===== config.mk =====
export PLATFORM = sky130hd
export DESIGN_NAME = bpt_update_ctrl
export DESIGN_NICKNAME = d
export VERILOG_FILES = /design/src/rtl/datapath_pkg.sv /design/src/rtl/bpt_upd_fifo.sv /design/src/rtl/bpt_update_ctrl.sv
export SDC_FILE = /design/constraint.sdc
export NUM_CORES = 1
export LEC_CHECK = 0
export BUFFER_PORTS_ARGS = -buffer_cell sky130_fd_sc_hd__buf_2
export CAP_MARGIN = 30
export CORE_UTILIZATION = 50
export CTS_CLUSTER_SIZE = 30
export DETAILED_ROUTE_END_ITERATION = 16
export PLACE_DENSITY = 0.74
export SLEW_MARGIN = 20
export SYNTH_ARGS = -nofsm -noshare
export SYNTH_HDL_FRONTEND = slang
export SYNTH_SLANG_ARGS = --single-unit

===== constraint.sdc =====
create_clock -name CLK -period 4.8 [get_ports CLK]
set_input_delay 0.24 -clock CLK [delete_from_list [all_inputs] [get_ports CLK]]
set_output_delay 0.24 -clock CLK [all_outputs]
set_load 0.05 [all_outputs]

===== src/rtl/datapath_pkg.sv =====
// Shared datapath types for the branch-predictor update path.
package datapath_pkg;

   typedef logic [31:0] word_t;

   typedef struct packed {
      word_t pc;
      logic  taken;
   } bpt_upd_t;

   typedef enum logic {
      INIT = 1'b0,
      RUN  = 1'b1
   } bpt_ctrl_state_t;

   localparam int BPT_IDX_W = 6;

endpackage


===== src/rtl/bpt_upd_fifo.sv =====
// Circular FIFO of resolved-branch updates; pointers wrap naturally, count is one bit wider.
module bpt_upd_fifo
   import datapath_pkg::*;
#(
   parameter int DEPTH = 4
) (
   input  logic                     CLK,
   input  logic                     nRST,
   input  logic                     push,
   input  logic                     pop,
   input  logic                     clr,
   input  bpt_upd_t                 din,
   output bpt_upd_t                 dout,
   output logic                     full,
   output logic                     empty,
   output logic [$clog2(DEPTH):0]   count
);

   localparam int PTR_W = $clog2(DEPTH);
   localparam int CNT_W = PTR_W + 1;

   bpt_upd_t           mem [DEPTH];
   logic [PTR_W-1:0]   wr_ptr;
   logic [PTR_W-1:0]   rd_ptr;
   logic               do_push;
   logic               do_pop;

   assign full    = (count == CNT_W'(DEPTH));
   assign empty   = (count == '0);
   assign do_push = push & ~full;
   assign do_pop  = pop & ~empty;
   assign dout    = mem[rd_ptr];

   always_ff @(posedge CLK or negedge nRST) begin
      if (!nRST) begin
         wr_ptr <= '0;
         rd_ptr <= '0;
         count  <= '0;
      end else if (clr) begin
         wr_ptr <= '0;
         rd_ptr <= '0;
         count  <= '0;
      end else begin
         if (do_push) wr_ptr <= wr_ptr + PTR_W'(1);
         if (do_pop)  rd_ptr <= rd_ptr + PTR_W'(1);
         case ({do_push, do_pop})
            2'b10:   count <= count + CNT_W'(1);
            2'b01:   count <= count - CNT_W'(1);
            default: count <= count;
         endcase
      end
   end

   // Storage carries no reset; only the pointers decide what is valid.
   always_ff @(posedge CLK) begin
      if (do_push && !clr) mem[wr_ptr] <= din;
   end

endmodule


===== src/rtl/bpt_update_ctrl.sv =====
// Predictor update controller: table sweep after reset, round-robin intake of
// resolved branches, in-order drain to the predictor and update/miss statistics.
module bpt_update_ctrl
   import datapath_pkg::*;
#(
   parameter int DEPTH = 4,
   parameter int IDX_W = BPT_IDX_W
) (
   input  logic              CLK,
   input  logic              nRST,
   input  logic [1:0]        req_valid,
   input  word_t [1:0]       req_pc,
   input  logic [1:0]        req_taken,
   output logic [1:0]        req_ready,
   input  logic              flush,
   input  logic              re_init,
   input  logic              clr_stats,
   output word_t             pc_res,
   output logic              taken_res,
   output logic              enable_res,
   input  logic              pred_correct,
   output logic              init_en,
   output logic [IDX_W-1:0]  init_idx,
   output logic              busy,
   output logic [15:0]       upd_cnt,
   output logic [15:0]       miss_cnt
);

   localparam int CNT_W = $clog2(DEPTH) + 1;

   bpt_ctrl_state_t   state;
   logic [IDX_W-1:0]  sweep_cnt;
   logic              last_grant;
   logic              run;
   logic              stall;
   logic              can_push;
   logic              push0;
   logic              push1;
   logic              push;
   logic              pop;
   logic              fifo_clr;
   logic              fifo_full;
   logic              fifo_empty;
   logic [CNT_W-1:0]  fifo_count;
   bpt_upd_t          fifo_din;
   bpt_upd_t          head;

   function automatic logic [15:0] sat_inc(input logic [15:0] v);
      return (v == 16'hFFFF) ? v : v + 16'd1;
   endfunction

   assign run      = (state == RUN);
   assign stall    = flush | re_init;
   assign can_push = run & ~fifo_full & ~stall;

   // A requester is only held off when the other one is also asking and it won last time.
   assign req_ready[0] = can_push & ~(req_valid[1] & (last_grant == 1'b0));
   assign req_ready[1] = can_push & ~(req_valid[0] & (last_grant == 1'b1));

   assign push0    = req_valid[0] & req_ready[0];
   assign push1    = req_valid[1] & req_ready[1];
   assign push     = push0 | push1;
   assign fifo_din = push1 ? '{pc: req_pc[1], taken: req_taken[1]}
                           : '{pc: req_pc[0], taken: req_taken[0]};

   assign pop      = run & ~fifo_empty & ~stall;
   assign fifo_clr = run & stall;

   assign enable_res = pop;
   assign pc_res     = pop ? head.pc : '0;
   assign taken_res  = pop & head.taken;
   assign init_en    = ~run;
   assign init_idx   = sweep_cnt;
   assign busy       = ~run | (fifo_count != '0);

   bpt_upd_fifo #(.DEPTH(DEPTH)) u_fifo (
      .CLK   (CLK),
      .nRST  (nRST),
      .push  (push),
      .pop   (pop),
      .clr   (fifo_clr),
      .din   (fifo_din),
      .dout  (head),
      .full  (fifo_full),
      .empty (fifo_empty),
      .count (fifo_count)
   );

   always_ff @(posedge CLK or negedge nRST) begin
      if (!nRST) begin
         state      <= INIT;
         sweep_cnt  <= '0;
         last_grant <= 1'b1;
      end else begin
         case (state)
            INIT: begin
               sweep_cnt <= sweep_cnt + IDX_W'(1);
               if (sweep_cnt == '1) state <= RUN;
            end
            RUN: begin
               if (re_init) begin
                  sweep_cnt <= '0;
                  state     <= INIT;
               end
            end
            default: state <= INIT;
         endcase
         if (push) last_grant <= push1;
      end
   end

   always_ff @(posedge CLK or negedge nRST) begin
      if (!nRST) begin
         upd_cnt  <= '0;
         miss_cnt <= '0;
      end else if (clr_stats) begin
         upd_cnt  <= '0;
         miss_cnt <= '0;
      end else if (enable_res) begin
         upd_cnt <= sat_inc(upd_cnt);
         if (!pred_correct) miss_cnt <= sat_inc(miss_cnt);
      end
   end

endmodule


Word level (Yosys, flattened, before mapping)
Memories as Yosys holds them, arrays and structs flattened.
Index checks and enable logic that the tools add are counted.
Word-level totals
  memory bits (writable): 132
  bits of input ports: 74
  memories kept: 1
  register bits: 47
  output and inout bits: 76
Operators by class
  bitwise gates (word level): 24
  $add $sub $neg: 7
  muxes and demuxes: 22
  eq/ne operators: 10
  reductions and logical operators: 10
Memories
  u_fifo.mem: depth 4, width 33, rd ports 1, clocked after memory_dff 0, write ports 1, RTL line bpt_upd_fifo.sv:22  | bpt_upd_t mem [DEPTH];
Operators by type and width (count)
  $mux 16: 7
  $mux 33: 1
  $add 16x1->16 const B: 2
  $eq 16x16->1 const B: 2
  $mux 32: 1
  $and 1x1->1: 14
  $pmux 6 s2: 1
  $mux 2: 4
  $ne 2x2->1 const B: 4
  $not 1->1: 7
  $add 6x1->6 const B: 1
  $eq 6x6->1 const B: 1
  $mux 6: 1
  $pmux 3 s2: 1
  $reduce_bool 2->1: 3
  $reduce_bool 3->1: 2
  $add 2x1->2 const B: 2
  $mux 1: 4
  $add 3x1->3 const B: 1
  $eq 3x3->1 const B: 1
  $logic_not 3->1: 1
  $mux 3: 1
  $or 1x1->1: 3
  $reduce_and 3->1: 1
  7 further kinds: 7

Longest topological paths before layout
Gate-level depths: netlist of the first run.
  depth after elaboration: 11
  depth in mapped cells: 7

By module
Synthesis of the first run repeated with hierarchy kept, for this count alone.
Unflattened totals
  cell total of the unflattened synthesis: 564
  area total of the unflattened synthesis: 8274.2 um^2
By module, submodules not included
  bpt_upd_fifo: instances 1, cells an instance 237, area an instance 5332.6 um^2
  bpt_update_ctrl: instances 1, cells an instance 327, area an instance 2941.6 um^2

Least setup slack after synthesis of the first run
No wires, ideal clock.
  path kind: input port to flip-flop
  from: in re_init
  to: mem u_fifo.mem[0][0] (netlist bit), enable pin
  stages on the path: 4
  path buffers: 1
  path slack: 2.180 ns
  data arrival time: 2.227 ns
  library setup time: 0.393 ns
  path through: buf_2 -> or3b_4 -> a211oi_1 -> and2_1
On the way
  word-level cells in the longest chain between the ends: 10
  elaborated cells between the ends (all ways): 14
RTL lines
  from (decl): RTL line bpt_update_ctrl.sv:16  | input logic re_init,
  $or 1x1->1 (*): RTL line bpt_update_ctrl.sv:53  | assign stall = flush | re_init;
  $not 1->1: RTL line bpt_update_ctrl.sv:54  | assign can_push = run & ~fifo_full & ~stall;
  $and 1x1->1: RTL line bpt_update_ctrl.sv:54
  $and 1x1->1, on equally long branches: RTL line bpt_update_ctrl.sv:57, bpt_update_ctrl.sv:58
  $and 1x1->1, on equally long branches: RTL line bpt_update_ctrl.sv:60, bpt_update_ctrl.sv:61
  $or 1x1->1: RTL line bpt_update_ctrl.sv:62  | assign push = push0 | push1;
  $and 1x1->1: RTL line bpt_upd_fifo.sv:30  | assign do_push = push & ~full;
  $logic_and 1x1->1 (*): RTL line bpt_upd_fifo.sv:56  | if (do_push && !clr) mem[wr_ptr] <= din;
  $mux 1 (*): RTL line bpt_upd_fifo.sv:56
  $mux 1 (implied by the code) (*): RTL line bpt_upd_fifo.sv:56
  to (decl): RTL line bpt_upd_fifo.sv:22
Mark *: on every way between the ends. The rest lies on a longest branch, timed or not.

Worst setup path in the final report of the first run
  from: reg state (netlist: run)
  to: mem u_fifo.mem[1][13] (netlist bit), enable pin
On the way
  word-level cells in the longest chain between the ends: 9
  elaborated cells between the ends (all ways): 13
RTL lines
  from (decl): RTL line bpt_update_ctrl.sv:31  | bpt_ctrl_state_t state;
  from (signal assigned): RTL line bpt_update_ctrl.sv:91  | state <= INIT;
  from (signal assigned): RTL line bpt_update_ctrl.sv:98  | if (sweep_cnt == '1) state <= RUN;
  from (signal assigned): RTL line bpt_update_ctrl.sv:103  | state <= INIT;
  $and 1x1->1 (2 in a row): RTL line bpt_update_ctrl.sv:54
  $and 1x1->1, on equally long branches: RTL line bpt_update_ctrl.sv:57, bpt_update_ctrl.sv:58
  $and 1x1->1, on equally long branches: RTL line bpt_update_ctrl.sv:60, bpt_update_ctrl.sv:61
  $or 1x1->1: RTL line bpt_update_ctrl.sv:62
  $and 1x1->1: RTL line bpt_upd_fifo.sv:30
  $logic_and 1x1->1 (*): RTL line bpt_upd_fifo.sv:56
  $mux 1 (*): RTL line bpt_upd_fifo.sv:56
  $mux 1 (implied by the code) (*): RTL line bpt_upd_fifo.sv:56
Marked as above.

==> results_dict.tcl, run 1 <==
set metrics [dict create \
    status "finished clean" \
    p_sw_frac 0.275 \
    post-route-period-util 0.606 \
    syn_avg_cell_area_um2 15.2 \
    dieArea_um2 16700 \
    fillers 1213 \
    diodes 0 \
    fin_worst_skew_ps 7.47 \
    drtIter0Drc 316 \
    cp_max_fo 33 \
    start_util 0.511 \
    drv_slew 0 \
    wl_per_cell_um 18.3 \
    antenna_found_initial 1 \
    overflow 0 \
    path_class "reg2reg" \
    cts_resized 0 \
    leakage_nw 3.81 \
    grt_pass1_wl_um 25800 \
    p_int_mw 2.66 \
    fin_hold_ws_ps 106 \
    cap_violations 0 \
    die_w_um 129 \
    cts_sinks 179 \
    ys_seq_area_frac 0.636 \
    synth_area_um2 8090 \
    p_seq_frac 0.486 \
    whs_endpoint "init_idx[1]$_DFFE_PN0P_" \
    drc 0 \
    ys_ff_latch 179 \
    cp.required_ps 4860 \
    p_comb_frac 0.146 \
    synth_edf_count 132 \
    tightest_slew_ps 911 \
    finalWirelength_um 16600 \
    vdd_drop_max_mv 0.280 \
    grt_pass1_vias 4902 \
    hold_depth 2 \
    grt_usage 0.211 \
    critPathLaunchType "register" \
    rsz0062_at_grt "no" \
    power_mw 3.67 \
    synthFlopType "edfxtp_1" \
    gp_congestion 0.843 \
    r2r-start "run$_DFF_PN0_" \
    power.switching_mw 1.01 \
    cts_root_buf "clkbuf_16" \
    cts_htree_levels 4 \
    power_density_nw_per_um2 380 \
    synthCells 532 \
    fin_crit_ps 2910 \
    clkLatencyLatePin_ps 440 \
    io_pins 150 \
    cts_tree "built" \
    antenna_left 0 \
    io_buffers 149 \
    ys_types 53 \
    clk_pin_slew_ps 70 \
    async_flop_share 0.263 \
    first_pass_iters 4 \
    nNetsFinal 760 \
    numCtsBuffers 17 \
    rows 46 \
    layout-drive-gt1-share 0.394 \
    r2r_end "u_fifo.mem[1][13]$_DFFE_PP_" \
    setup-tns-final_ps 0 \
    clkPwrFrac 0.368 \
    fmax_ghz 0.344 \
    min_from "re_init" \
    relSlewSlack 0.393 \
    grt_max_degree 36 \
    dp_hpwl_um 11000 \
    crit_arrival_ps 2970 \
    core-area_um2 15800 \
    synthToLayoutAreaGrowth_pct 19.3 \
    reg2reg_depth 3 \
    synth_warnings 0 \
    cts.path.max_buffers 2 \
    syn_nets 614 \
    rrSetupSlack_ps 1890 \
    end_kind "register" \
    die_y_um 129 \
    finalSetupViolations 0 \
    hp-class "in2reg" \
    routed_via_density 5.65 \
    vias 5125 \
    hold_viol 0 \
]
layout make-up:
cell class	count	area (um2)	area share
Sequential cell	179	5140	0.533
Timing Repair Buffer	156	833	0.0864
Clock inverter	13	140	0.0145
Tap cell	216	270	0.0280
Inverter	10	37.5	0.00389
Clock buffer	19	433	0.0449
Multi-Input combinational cell	314	2790	0.289
what timing repair did:
action / CTS / global route
endpoints found under the hold margin: 16 / 0
buffers inserted: 0 / 0
hold buffers: 1 / 0
worst max-delay path by stage:
| stage | start | cells past startpoint | slack [ps] | endpoint |
|---|---|---|---|---|
| 2_1_floorplan | re_init | 4 | 2180 | u_fifo.mem[0][0]$_DFFE_PP_ |
| 3_3_place_gp | run$_DFF_PN0_ | 3 | 2000 | u_fifo.mem[2][20]$_DFFE_PP_ |
| 3_5_place_dp | run$_DFF_PN0_ | 3 | 1860 | u_fifo.mem[2][20]$_DFFE_PP_ |
| 4_1_cts | u_fifo.rd_ptr[0]$_DFFE_PN0P_ | 4 | 1740 | pc_res[28] |
| 5_1_grt | run$_DFF_PN0_ | 4 | 1610 | enable_res |
| 6_report | run$_DFF_PN0_ | 3 | 1890 | u_fifo.mem[1][13]$_DFFE_PP_ |
per-layer routing:
layer	vias to the layer above	GRT usage	wire length (um)
li1	2336	-	-
met1	2565	0.274	7020
met2	197	0.337	8280
met3	25	0.0537	955
met4	2	0.0948	330
met5	-	0	16
cells in the final DEF (no fill, tap or decap), types with 2 or more instances in the layout:
cell type  instances
buf_2            149
edfxtp_1         132
dfrtp_1           44
and3_1            39
nor2_1            37
mux2_2            35
mux4_2            33
nand2_1           25
clkbuf_16         17
xnor2_1           15
o21ai_0           14
nand3_1           13
xor2_1            12
inv_1             10
nand4_1            9
o211ai_1           9
nor3_1             8
ha_1               7
a21oi_1            6
inv_6              6
mux2i_1            5
and2_2             4
o2111ai_1          4
nor2b_1            4
inv_8              4
or3_1              3
buf_4              3
o21ai_1            2
and4_1             2
and2_1             2
a2111oi_4          2
nor4_2             2
o22ai_1            2
clkbuf_1           2
buf_12             2
dfrtp_2            2
registers in the layout, indices dropped and copies added, names as in the netlist:
signal	cells
init_idx	6
last_grant	1
miss_cnt	16
run	1
u_fifo.count	3
u_fifo.mem	132
u_fifo.rd_ptr	2
u_fifo.wr_ptr	2
upd_cnt	16
worst max-delay path: stages, from the launching register on:
cell and delay, ps:
dfrtp_1 540, or3b_4 470, a211oi_1 630, and2_2 880
metrics by stage:
| stage | instance area, um2 | utilization | instances | worst slack [ps] |
|---|---|---|---|---|
| floorplan | 8090 | - | 532 | 2180 |
| global placement | 9000 | 0.569 | 871 | 2000 |
| detailed placement | 9040 | 0.571 | 873 | 1860 |
| CTS | 9620 | 0.608 | 906 | 1740 |
| global route | 9650 | 0.610 | 907 | 1610 |
| finish | 9650 | 0.610 | 907 | 1890 |
cell families after synthesis:
| group | Yosys count | synth area share |
|---|---|---|
| AOI/OAI and AO/OA | 44 | 0.0398 |
| buffers and inverters | 39 | 0.0215 |
| and+or+nand+nor | 162 | 0.114 |
| xor gates and xnor gates | 27 | 0.0292 |
| DFF | 179 | 0.636 |
| muxes | 73 | 0.147 |
| adders and majority gates | 8 | 0.0133 |
cells in the mapped netlist (all sizes together), types with 2 or more instances:
| cell | n | area [um2] |
|---|---|---|
| nor2b | 4 | 25.0 |
| edfxtp | 132 | 3960 |
| nor2 | 37 | 139 |
| xnor2 | 15 | 131 |
| buf | 12 | 71.3 |
| o2111ai | 4 | 35.0 |
| and2 | 6 | 37.5 |
| nor3b | 2 | 20.0 |
| and4 | 2 | 17.5 |
| nor4 | 4 | 46.3 |
| o21ai | 16 | 80.1 |
| and3 | 39 | 244 |
| or3 | 3 | 18.8 |
| mux2i | 5 | 50.1 |
| a21oi | 6 | 30.0 |
| o22ai | 2 | 12.5 |
| xor2 | 12 | 105 |
| a2111oi | 2 | 55.1 |
| inv | 10 | 37.5 |
| nor3 | 10 | 66.3 |
| o211ai | 9 | 67.6 |
| or4 | 2 | 18.8 |
| ha | 7 | 87.6 |
| nand3 | 14 | 75.1 |
| nand2 | 25 | 93.8 |
| nand4 | 10 | 68.8 |
| dfrtp | 46 | 1150 |
| clkbuf | 17 | 65.1 |
| mux4 | 33 | 743 |
| mux2 | 35 | 394 |
power groups by stage:
| stage | logic (mW) | registers, mW | clock network, mW |
|---|---|---|---|
| after global routing | 0.581 | 1.79 | 1.44 |
| after detailed placement | 0.508 | 1.84 | 0 |
| after global placement | 0.471 | 1.83 | 0 |
| after CTS | 0.509 | 1.80 | 1.38 |
| after floorplan | 0.293 | 1.88 | 0 |
| final | 0.535 | 1.78 | 1.35 |
No activity file was read; power rests on OpenSTA's default activity.
==> run 2: changes to the inputs <==
==> constraint.sdc (replaced) <==
create_clock -name CLK -period 2.8 [get_ports CLK]
set_input_delay 0.14 -clock CLK [delete_from_list [all_inputs] [get_ports CLK]]
set_output_delay 0.14 -clock CLK [all_outputs]
set_load 0.05 [all_outputs]
==> results_dict.tcl, run 2 (synthesis results as in run 1) <==
set metrics [dict create \
    status "finished clean" \
    vdd_drop_max_mv 0.537 \
    die_y_um 129 \
    fmax_ghz 0.414 \
    die_w_um 129 \
    grt_max_degree 36 \
    path_class "reg2out" \
    clkLatencyLatePin_ps 430 \
    clk_pin_slew_ps 70 \
    grt_usage 0.220 \
    post-route-period-util 0.862 \
    place_area_um2 9180 \
    cts.path.max_buffers 2 \
    overflow 0 \
    crit_chain "nor3b_4, buf_4, nand2_1, inv_1, buf_2" \
    grt-busiest-layer "met2" \
    grt_pass1_wl_um 27400 \
    slowest_stage "dfrtp_1" \
    dp_hpwl_um 11700 \
    fin_area_um2 9760 \
    mostFrequentLayoutCell "buf_2" \
    critPathTopFamily "buffers and inverters" \
    largest-register "u_fifo.mem" \
    power_density_nw_per_um2 640 \
    synthToLayoutAreaGrowth_pct 20.7 \
    hold_viol 0 \
    min_from "re_init" \
    tightest_slew_ps 816 \
    io_buffers 149 \
    cap_violations 0 \
    crit_arrival_ps 2270 \
    grt_pass1_vias 5278 \
    finalSetupViolations 0 \
    leakage_nw 3.88 \
    cts_tree "built" \
    critPathBufInv 3 \
    cts_htree_levels 4 \
    r2r-start "run$_DFF_PN0_" \
    use_met2 0.376 \
    nNetsFinal 772 \
    hp-class "in2reg" \
    final_util 0.617 \
    post_cts_buffers 0 \
    setup-tns-final_ps 0 \
    cp.required_ps 2660 \
    gp_congestion 0.817 \
    numCtsBuffers 17 \
    dpl.cell_count 886 \
    cp_max_fo 19 \
    rows 46 \
    fin_worst_skew_ps 7.46 \
    startpoint "run$_DFF_PN0_" \
    fin_crit_ps 2410 \
    diodes 0 \
    wl_per_cell_um 18.7 \
    end_kind "output pin" \
    cts_sinks 179 \
    routed_via_density 5.66 \
    rsz0062_at_grt "no" \
    dieArea_um2 16700 \
    grt_use_met3 0.0541 \
    fin_cells 919 \
    vias 5199 \
    relSlewSlack 0.452 \
    finalWirelength_um 17200 \
    layout-drive-gt1-share 0.405 \
    cpPeakStageDelay_ps 540 \
    globalRouteMet1Util 0.271 \
    first_pass_iters 5 \
    largest_reg_flops 132 \
    drtIter0Drc 253 \
    critPathLaunchType "register" \
    largestRegisters "u_fifo.mem: 132 flops, miss_cnt: 16 flops, upd_cnt: 16 flops" \
    start_util 0.511 \
    drv_slew 0 \
    antenna_left 0 \
    core-area_um2 15800 \
    antenna_found_initial 1 \
    final_cell_mix "buf_2 (149), edfxtp_1 (132), dfrtp_1 (44), and3_1 (39), nor2_1 (37)" \
    io_pins 150 \
    drc 0 \
    cts_root_buf "clkbuf_16" \
    fillers 1168 \
]
[run 2: changes by cell type in the layout (fill, tap and decap cells not counted), moves of 2 or more]
cell	change
inv_8	-3
buf_4	+10
buf_12	+3
clkinvlp_4	+2
[run 2: report_power, final]
part	switching (mW)	internal (mW)	total (mW)
sequential	0.102	2.94	3.04
clock	1.04	1.25	2.29
combinational	0.578	0.338	0.916
[run 2: metal layers]
metal  share of wire  vias up
met1            0.41     2637
met3           0.059       19
met2            0.52      185
met5         0.00076        -
met4           0.013        2
li1                -     2356
[run 2: final cells by class]
| type | instances | area [um2] | share of cell area |
|---|---|---|---|
| flip-flops and latches | 179 | 5140 | 0.527 |
| multi-input cells | 314 | 2780 | 0.285 |
| repair buffers | 168 | 953 | 0.0977 |
| clock buffers | 18 | 429 | 0.0440 |
| well taps | 216 | 270 | 0.0277 |
| clock inverters | 14 | 140 | 0.0144 |
| inverters | 10 | 37.5 | 0.00385 |
[run 2: final timing paths]
kind                                               end  depth (start not counted)  slack, ps
min reg2reg                    init_idx[5]$_DFFE_PN0P_                          1        510
max reg2reg                u_fifo.mem[3][24]$_DFFE_PP_                          5        490
min in group asynchronous      upd_cnt[15]$_DFFE_PN0P_                          2        200
min                            init_idx[1]$_DFFE_PN0P_                          2         30
max                                         enable_res                          5        390
max in group asynchronous       last_grant$_DFFE_PN1N_                          3       2020
[run 2: stage by stage]
| stage | hold WS [ps] | total power, mW | setup slack [ps] |
|---|---|---|---|
| after CTS | 7.59 | 6.30 | 360 |
| after detailed placement | 110 | 4.01 | 506 |
| after global routing | 22.1 | 6.49 | 215 |
| after floorplan | -156 | 3.73 | 241 |
| final | 32.5 | 6.25 | 385 |
| after global placement | 362 | 3.98 | 544 |
[run 2: timing repair]
item                      CTS  global route
hold endpoints to repair   18             0
hold buffers                1             0
resized for setup           0             0
